==> src/rtl/sandbox_channel_router_if.sv <==
// ---------------------------------------------------------------------------
// sandbox_channel_router_if
// Bundles the host side (WideUARTIO command/response handshake) and the
// channel side (start/done/status/result of each sandbox process) of the
// channel router.
//   master : host + channel processes (drive commands, UART busy, results)
//   slave  : the router (drives acknowledges, requests, starts, latches)
// Ports:
//   dataReceived/control/inputData -> host command, clearDR <- consumed
//   transmitting -> UART busy, txRequest/status/outputData <- response
//   chStart/chControl/chInputData <- command to channels
//   chDone/chStatus/chOutputData -> per-channel completion
//   busy <- command outstanding
// ---------------------------------------------------------------------------
interface sandbox_channel_router_if #(
  parameter int WIDTH    = 4,
  parameter int CHANNELS = 4
);
  logic                            dataReceived;
  logic [7:0]                      control;
  logic [8*WIDTH-1:0]              inputData;
  logic                            clearDR;
  logic                            transmitting;
  logic                            txRequest;
  logic [7:0]                      status;
  logic [8*WIDTH-1:0]              outputData;
  logic [CHANNELS-1:0]             chStart;
  logic [7:0]                      chControl;
  logic [8*WIDTH-1:0]              chInputData;
  logic [CHANNELS-1:0]             chDone;
  logic [8*CHANNELS-1:0]           chStatus;
  logic [8*WIDTH*CHANNELS-1:0]     chOutputData;
  logic                            busy;

  modport master (
    output dataReceived, control, inputData, transmitting,
           chDone, chStatus, chOutputData,
    input  clearDR, txRequest, status, outputData,
           chStart, chControl, chInputData, busy
  );

  modport slave (
    input  dataReceived, control, inputData, transmitting,
           chDone, chStatus, chOutputData,
    output clearDR, txRequest, status, outputData,
           chStart, chControl, chInputData, busy
  );
endinterface

==> src/rtl/sandbox_channel_router.sv <==
// ---------------------------------------------------------------------------
// sandbox_channel_router
// Routes host commands to one of CHANNELS sandbox processes selected by
// control[3:0], waits for that channel's completion (or a timeout), and
// queues a tagged response {channel, code} + payload in a FIFO that is
// drained to the UART transmitter one word per txRequest handshake.
// Ports:
//   masterClock : single clock
//   reset       : synchronous, active-high
//   bus         : sandbox_channel_router_if.slave (host + channel signals)
//
// Command FSM
//   state  | meaning
//   C_IDLE | waiting for dataReceived; acknowledges and latches command
//   C_WAIT | channel started, waiting for its chDone or the timeout
//   C_PUSH | response ready, written to FIFO as soon as there is room
// TX FSM
//   state  | meaning
//   T_IDLE | pops FIFO head when transmitter idle, pulses txRequest
//   T_REQ  | waiting for transmitter to go busy
//   T_BUSY | waiting for transmitter to finish
// ---------------------------------------------------------------------------
module sandbox_channel_router #(
  parameter int WIDTH    = 4,
  parameter int CHANNELS = 4,
  parameter int DEPTH    = 8,
  parameter int TIMEOUT  = 12000000
) (
  input  logic                      masterClock,
  input  logic                      reset,
  sandbox_channel_router_if.slave   bus
);

  localparam int DW = 8 * WIDTH;
  localparam int RW = 8 + DW;
  localparam int AW = $clog2(DEPTH);
  localparam int TW = $clog2(TIMEOUT + 1);
  localparam logic [TW-1:0] TIMEOUT_LAST = TW'(TIMEOUT - 1);

  typedef enum logic [1:0] {C_IDLE, C_WAIT, C_PUSH} cmd_state_t;
  typedef enum logic [1:0] {T_IDLE, T_REQ, T_BUSY} tx_state_t;

  cmd_state_t cmd_state, cmd_next;
  tx_state_t  tx_state, tx_next;

  // command datapath
  logic                 clear_dr_q;
  logic [CHANNELS-1:0]  ch_start_q;
  logic [7:0]           ch_control_q;
  logic [DW-1:0]        ch_input_q;
  logic                 busy_q;
  logic [3:0]           cur_idx;
  logic [TW-1:0]        timer;
  logic [7:0]           resp_tag;
  logic [DW-1:0]        resp_data;

  // tx datapath
  logic                 tx_request_q;
  logic [7:0]           status_q;
  logic [DW-1:0]        output_q;

  // fifo
  logic [RW-1:0]        fifo_mem [DEPTH];
  logic [AW-1:0]        wr_ptr, rd_ptr;
  logic [AW:0]          fifo_count;
  logic                 fifo_full, fifo_empty;

  // decoded controls
  logic                 accept, idx_valid, done_hit, tmo_hit;
  logic                 fifo_push, fifo_pop;
  logic [CHANNELS-1:0]  start_onehot;
  logic                 sel_done;
  logic [3:0]           sel_code;
  logic [DW-1:0]        sel_data;

  assign idx_valid    = bus.control[3:0] < 4'(CHANNELS);
  assign start_onehot = CHANNELS'(1) << bus.control[3:0];
  assign fifo_full    = fifo_count == (AW + 1)'(DEPTH);
  assign fifo_empty   = fifo_count == '0;

  // Only the channel currently waited on is looked at; other chDone pulses
  // fall through unused.
  always_comb begin
    sel_done = 1'b0;
    sel_code = 4'h0;
    sel_data = '0;
    for (int i = 0; i < CHANNELS; i++) begin
      if (cur_idx == 4'(i)) begin
        sel_done = bus.chDone[i];
        sel_code = bus.chStatus[8*i +: 4];
        sel_data = bus.chOutputData[DW*i +: DW];
      end
    end
  end

  // ---------------- command FSM ----------------
  always_ff @(posedge masterClock) begin
    if (reset) cmd_state <= C_IDLE;
    else       cmd_state <= cmd_next;
  end

  always_comb begin
    cmd_next = cmd_state;
    case (cmd_state)
      C_IDLE: if (bus.dataReceived) cmd_next = idx_valid ? C_WAIT : C_PUSH;
      C_WAIT: if (sel_done || timer == TIMEOUT_LAST) cmd_next = C_PUSH;
      C_PUSH: if (fifo_push) cmd_next = C_IDLE;
      default: cmd_next = C_IDLE;
    endcase
  end

  always_comb begin
    accept    = (cmd_state == C_IDLE) && bus.dataReceived;
    done_hit  = (cmd_state == C_WAIT) && sel_done;
    tmo_hit   = (cmd_state == C_WAIT) && !sel_done && (timer == TIMEOUT_LAST);
    // a pop in the same cycle frees the slot being written
    fifo_push = (cmd_state == C_PUSH) && (!fifo_full || fifo_pop);
  end

  always_ff @(posedge masterClock) begin
    if (reset) begin
      clear_dr_q   <= 1'b0;
      ch_start_q   <= '0;
      ch_control_q <= 8'h00;
      ch_input_q   <= '0;
      busy_q       <= 1'b0;
      cur_idx      <= 4'h0;
      timer        <= '0;
      resp_tag     <= 8'h00;
      resp_data    <= '0;
    end else begin
      clear_dr_q <= accept;
      ch_start_q <= '0;
      if (accept) begin
        ch_control_q <= bus.control;
        ch_input_q   <= bus.inputData;
        cur_idx      <= bus.control[3:0];
        timer        <= '0;
        if (idx_valid) begin
          ch_start_q <= start_onehot;
          busy_q     <= 1'b1;
        end else begin
          resp_tag  <= 8'hFF;
          resp_data <= bus.inputData;
        end
      end
      if (cmd_state == C_WAIT && !done_hit && !tmo_hit) timer <= timer + 1'b1;
      if (done_hit) begin
        resp_tag  <= {cur_idx, sel_code};
        resp_data <= sel_data;
      end else if (tmo_hit) begin
        resp_tag  <= {cur_idx, 4'hE};
        resp_data <= '0;
      end
      if (fifo_push) busy_q <= 1'b0;
    end
  end

  // ---------------- response FIFO ----------------
  always_ff @(posedge masterClock) begin
    if (fifo_push) fifo_mem[wr_ptr] <= {resp_tag, resp_data};
  end

  always_ff @(posedge masterClock) begin
    if (reset) begin
      wr_ptr     <= '0;
      rd_ptr     <= '0;
      fifo_count <= '0;
    end else begin
      if (fifo_push) wr_ptr <= wr_ptr + 1'b1;
      if (fifo_pop)  rd_ptr <= rd_ptr + 1'b1;
      case ({fifo_push, fifo_pop})
        2'b10:   fifo_count <= fifo_count + 1'b1;
        2'b01:   fifo_count <= fifo_count - 1'b1;
        default: fifo_count <= fifo_count;
      endcase
    end
  end

  // ---------------- TX FSM ----------------
  always_ff @(posedge masterClock) begin
    if (reset) tx_state <= T_IDLE;
    else       tx_state <= tx_next;
  end

  always_comb begin
    tx_next = tx_state;
    case (tx_state)
      T_IDLE: if (!fifo_empty && !bus.transmitting) tx_next = T_REQ;
      T_REQ:  if (bus.transmitting) tx_next = T_BUSY;
      T_BUSY: if (!bus.transmitting) tx_next = T_IDLE;
      default: tx_next = T_IDLE;
    endcase
  end

  always_comb begin
    fifo_pop = (tx_state == T_IDLE) && !fifo_empty && !bus.transmitting;
  end

  // status/outputData are loaded together with the txRequest pulse and held
  // until the next pop.
  always_ff @(posedge masterClock) begin
    if (reset) begin
      tx_request_q <= 1'b0;
      status_q     <= 8'h00;
      output_q     <= '0;
    end else begin
      tx_request_q <= fifo_pop;
      if (fifo_pop) {status_q, output_q} <= fifo_mem[rd_ptr];
    end
  end

  assign bus.clearDR     = clear_dr_q;
  assign bus.chStart     = ch_start_q;
  assign bus.chControl   = ch_control_q;
  assign bus.chInputData = ch_input_q;
  assign bus.busy        = busy_q;
  assign bus.txRequest   = tx_request_q;
  assign bus.status      = status_q;
  assign bus.outputData  = output_q;

endmodule

==> src/flat_wrapper.sv <==
// flat-port wrapper written by rule: the top's interface ports become plain ports
module sandbox_channel_router_flat 
#(
  parameter int WIDTH    = 4,
  parameter int CHANNELS = 4,
  parameter int DEPTH    = 8,
  parameter int TIMEOUT  = 12000000
)
  (masterClock, reset, bus_dataReceived, bus_control, bus_inputData, bus_transmitting, bus_chDone, bus_chStatus, bus_chOutputData, bus_clearDR, bus_txRequest, bus_status, bus_outputData, bus_chStart, bus_chControl, bus_chInputData, bus_busy);
  sandbox_channel_router_if #(.WIDTH(WIDTH), .CHANNELS(CHANNELS)) bus_i ();
  input  logic masterClock;
  input  logic reset;
  input wire logic [$bits(bus_i.dataReceived)-1:0] bus_dataReceived;
  input wire logic [$bits(bus_i.control)-1:0] bus_control;
  input wire logic [$bits(bus_i.inputData)-1:0] bus_inputData;
  input wire logic [$bits(bus_i.transmitting)-1:0] bus_transmitting;
  input wire logic [$bits(bus_i.chDone)-1:0] bus_chDone;
  input wire logic [$bits(bus_i.chStatus)-1:0] bus_chStatus;
  input wire logic [$bits(bus_i.chOutputData)-1:0] bus_chOutputData;
  output wire logic [$bits(bus_i.clearDR)-1:0] bus_clearDR;
  output wire logic [$bits(bus_i.txRequest)-1:0] bus_txRequest;
  output wire logic [$bits(bus_i.status)-1:0] bus_status;
  output wire logic [$bits(bus_i.outputData)-1:0] bus_outputData;
  output wire logic [$bits(bus_i.chStart)-1:0] bus_chStart;
  output wire logic [$bits(bus_i.chControl)-1:0] bus_chControl;
  output wire logic [$bits(bus_i.chInputData)-1:0] bus_chInputData;
  output wire logic [$bits(bus_i.busy)-1:0] bus_busy;
  assign bus_i.dataReceived = bus_dataReceived;
  assign bus_i.control = bus_control;
  assign bus_i.inputData = bus_inputData;
  assign bus_i.transmitting = bus_transmitting;
  assign bus_i.chDone = bus_chDone;
  assign bus_i.chStatus = bus_chStatus;
  assign bus_i.chOutputData = bus_chOutputData;
  assign bus_clearDR = bus_i.clearDR;
  assign bus_txRequest = bus_i.txRequest;
  assign bus_status = bus_i.status;
  assign bus_outputData = bus_i.outputData;
  assign bus_chStart = bus_i.chStart;
  assign bus_chControl = bus_i.chControl;
  assign bus_chInputData = bus_i.chInputData;
  assign bus_busy = bus_i.busy;
  sandbox_channel_router #(.WIDTH(WIDTH), .CHANNELS(CHANNELS), .DEPTH(DEPTH), .TIMEOUT(TIMEOUT)) u_core (.masterClock(masterClock), .reset(reset), .bus(bus_i));
endmodule
==> config.mk <==
export PLATFORM = sky130hd
export DESIGN_NAME = sandbox_channel_router_flat
export DESIGN_NICKNAME = d
export VERILOG_FILES = /design/src/rtl/sandbox_channel_router_if.sv /design/src/rtl/sandbox_channel_router.sv /design/src/flat_wrapper.sv
export SDC_FILE = /design/constraint.sdc
export NUM_CORES = 1
export LEC_CHECK = 0
export CELL_PAD_IN_SITES_DETAIL_PLACEMENT = 1
export CELL_PAD_IN_SITES_GLOBAL_PLACEMENT = 1
export CORE_MARGIN = 2
export CORE_UTILIZATION = 46
export CTS_BUF_LIST = sky130_fd_sc_hd__clkbuf_8
export CTS_CLUSTER_SIZE = 8
export DETAILED_ROUTE_END_ITERATION = 10
export PLACE_DENSITY = 0.92
export SYNTH_ARGS = -nofsm -noshare
export SYNTH_HDL_FRONTEND = slang
export SYNTH_SLANG_ARGS = --single-unit
==> constraint.sdc <==
create_clock -name masterClock -period 7.1 [get_ports masterClock]
set_input_delay 1.42 -clock masterClock [delete_from_list [all_inputs] [get_ports masterClock]]
set_output_delay 1.42 -clock masterClock [all_outputs]
set_load 0.1 [all_outputs]
==> results.ini <==
[status]
outcome=finished, final reports clean

[floorplanning]
ios=295
rows=75
die_h_um=211
core_area_sq_um=42000
die_area_sq_um=44300
initial_utilization_pct=46.7
dieWidth_um=211

[layout]
final_nets=1808
most-common-layout-cells=edfxtp_1, clkdlybuf4s50_1, dfxtp_1
final_common_cell=edfxtp_1
area_growth_syn_to_layout_pct=24.3
fin_util_pct=58.0
drive_gt1_share_pct=18.0
antennaDiodeCount=0

[logic_synthesis]
synthFlopType=edfxtp_1
yosysSeqAreaShare_pct=65.8
synth_area_sq_um=19600
yosysWarnings=0
async_flop_share_pct=0
synth-edff-count=320
synthCells=1309
yosysUniqueCellTypes=54
ys_ff_latch=485
syn_nets=1523
postSynthAreaPerCell_sq_um=15.0

[global_routing]
gr-total-overflow=0
grt_pass1_vias=14655
grt_max_degree=87
grt_pass1_wl_um=92700
antenna_found_initial=1
grt_usage_pct=28.0

[critical_path]
slowest_stage=clkdlybuf4s50_1
end_kind=primary output
start_kind=flip-flop
slowest_delay_ns=1.25
cp.required_ns=5.68
arrival_ns=3.09
criticalPathCategory=flip-flop to primary output
cp_max_fo=29
crit_chain=buf_4 -> clkdlybuf4s50_1
r2r_cells=6

[sta]
layout_min_cycle_time_ns=4.51
tns_ns=0
min_period_over_period_pct=63.5
slew_viol_final=0
max_slew.worst_pin.slew_ns=1.22
postLayoutSetupSlackWorst_ns=2.59
slew_headroom_pct=18.6
rsz0062_at_grt=no
max_freq_mhz=222
hold_viol=0
skew_ns=0.0377
setup_viol=0
hold_ws_ns=0.462

[clocking]
clk-insertion-delay-late_ns=0.63
clk_pin_slew_ns=0.06
numCtsBuffers=77
cts_tree=done
cts_max_level=3
cts.sinks=485
clock_path_buffers=3
cts_resized=0
clock-root-buffer=clkbuf_8
postCtsHoldBufs=0
post_cts_buffers=0

[power_and_ir_drop]
p_leak_nw=7.98
power_switching_share_pct=35.0
power_switching_mw=2.75
sequentialPowerShare_pct=43.5
peakVddDrop_mv=0.150
p_per_area_nw_per_um2=322
combPwrFrac_pct=26.8
clkPwrFrac_pct=29.7
internal_power_mw=5.10

[placement]
pre_cts_ws_ns=2.26
dp_hpwl_um=35600
port_buffers=278
gp_congestion=0.790

[routing]
drtIter0Drc=1407
route.detailed.drc=0
ant_nets=0
wl_per_cell_um=28.1
drtPass1Iterations=5
via_per_inst=6.09
routed_wirelength_um=61700
via_count=13379

[flow_run]
drv_cap=0

[min_path]
hold_path_depth=2
hold_path.class=flip-flop to flip-flop

synthesized netlist by cell type, drive strengths merged (2+ instances only):
cell / count / area share [%]
a211oi: 47 / 2.0
a21oi: 104 / 2.7
a31oi: 3 / 0.096
and2: 3 / 0.096
and3: 3 / 0.096
buf: 27 / 0.77
clkbuf: 63 / 1.2
dfxtp: 165 / 17
edfxtp: 320 / 49
ha: 6 / 0.38
inv: 6 / 0.11
mux2: 38 / 2.2
mux2i: 42 / 2.1
mux4: 116 / 13
nand2: 136 / 2.6
nand2b: 6 / 0.19
nand3: 50 / 1.3
nand4: 6 / 0.19
nor2: 78 / 1.5
nor2b: 5 / 0.16
nor3: 12 / 0.31
nor3b: 7 / 0.27
nor4: 5 / 0.16
nor4b: 2 / 0.089
nor4bb: 2 / 0.10
o211a: 2 / 0.10
o211ai: 7 / 0.29
o21a: 2 / 0.076
o21ai: 4 / 0.10
o21ba: 2 / 0.10
o311ai: 4 / 0.18
o31ai: 3 / 0.11
or2: 2 / 0.064
or3: 9 / 0.29
or4: 7 / 0.29
xnor2: 2 / 0.089
xor2: 5 / 0.22
worst max-delay path: cells and delay by family (launching register included):
| kind | cells | cell delay [ns] |
|---|---|---|
| buf+inv | 2 | 1.81 |
| flops | 1 | 0.64 |
power groups by stage:
stage / sequential, mW / clock, mW / combinational (mW)
floorplan: 4.10 / 0 / 0.841
global placement: 3.44 / 0 / 2.01
detailed placement: 3.46 / 0 / 2.08
CTS: 3.42 / 2.35 / 2.12
global route: 3.44 / 2.46 / 2.20
finish: 3.41 / 2.33 / 2.10
stage by stage:
| stage | cells | total power [mW] | instance area, sq um |
|---|---|---|---|
| 2_1_floorplan | 1309 | 4.94 | 19600 |
| 3_3_place_gp | 2054 | 5.45 | 22900 |
| 3_5_place_dp | 2054 | 5.54 | 22900 |
| 4_1_cts | 2198 | 7.88 | 24400 |
| 5_1_grt | 2198 | 8.10 | 24400 |
| 6_report | 2198 | 7.85 | 24400 |
per-layer routing:
| layer | global-route usage, % | vias to the layer above | routed length, um |
|---|---|---|---|
| met3 | 5.13 | 114 | 4650 |
| met1 | 36.7 | 6851 | 24300 |
| met2 | 47.1 | 767 | 31100 |
| met4 | 9.62 | 2 | 1540 |
| met5 | 0 | - | 13 |
| li1 | - | 5645 | - |
flip-flops by register name, summed over array words and instances (netlist names):
| name | cells |
|---|---|
| u_core.bus.busy | 1 |
| u_core.bus.chControl | 5 |
| u_core.bus.chInputData | 32 |
| u_core.bus.chStart | 4 |
| u_core.bus.clearDR | 1 |
| u_core.bus.outputData | 32 |
| u_core.bus.status | 8 |
| u_core.bus.txRequest | 1 |
| u_core.cmd_state | 2 |
| u_core.cur_idx | 3 |
| u_core.fifo_count | 4 |
| u_core.fifo_mem | 320 |
| u_core.rd_ptr | 3 |
| u_core.resp_data | 32 |
| u_core.resp_tag | 8 |
| u_core.timer | 24 |
| u_core.tx_state | 2 |
| u_core.wr_ptr | 3 |
logic make-up after synthesis:
| group | share of synthesized area, % |
|---|---|
| flip-flops | 65.8 |
| AND/OR/NAND/NOR | 7.81 |
| multiplexers | 17.6 |
| AO/OA/AOI/OAI | 5.99 |
| buffers and inverters | 2.09 |
| XOR/XNOR | 0.312 |
| adder cells (fa/ha/maj) | 0.382 |
final timing paths:
check	startpoint	to	slack, ns
worst max-delay path	u_core.cur_idx[0]	bus_chControl[0]	2.59
worst min-delay path	u_core.bus.chControl[4]	u_core.bus.chControl[4]	0.46
worst max register to register	u_core.cur_idx[0]	u_core.resp_tag[3]	3.05
worst min register to register	u_core.bus.chControl[4]	u_core.bus.chControl[4]	0.46
final cells by class:
class / count / area (sq um)
multi-input combinational: 728 / 6390
fill: 3980 / 17600
sequential: 485 / 12900
timing repair buffer: 296 / 2920
tap: 539 / 674
clock inverter: 56 / 254
inverter: 6 / 22.5
clock buffer: 88 / 1210
Note: power is estimated with default switching activity, not from simulation.
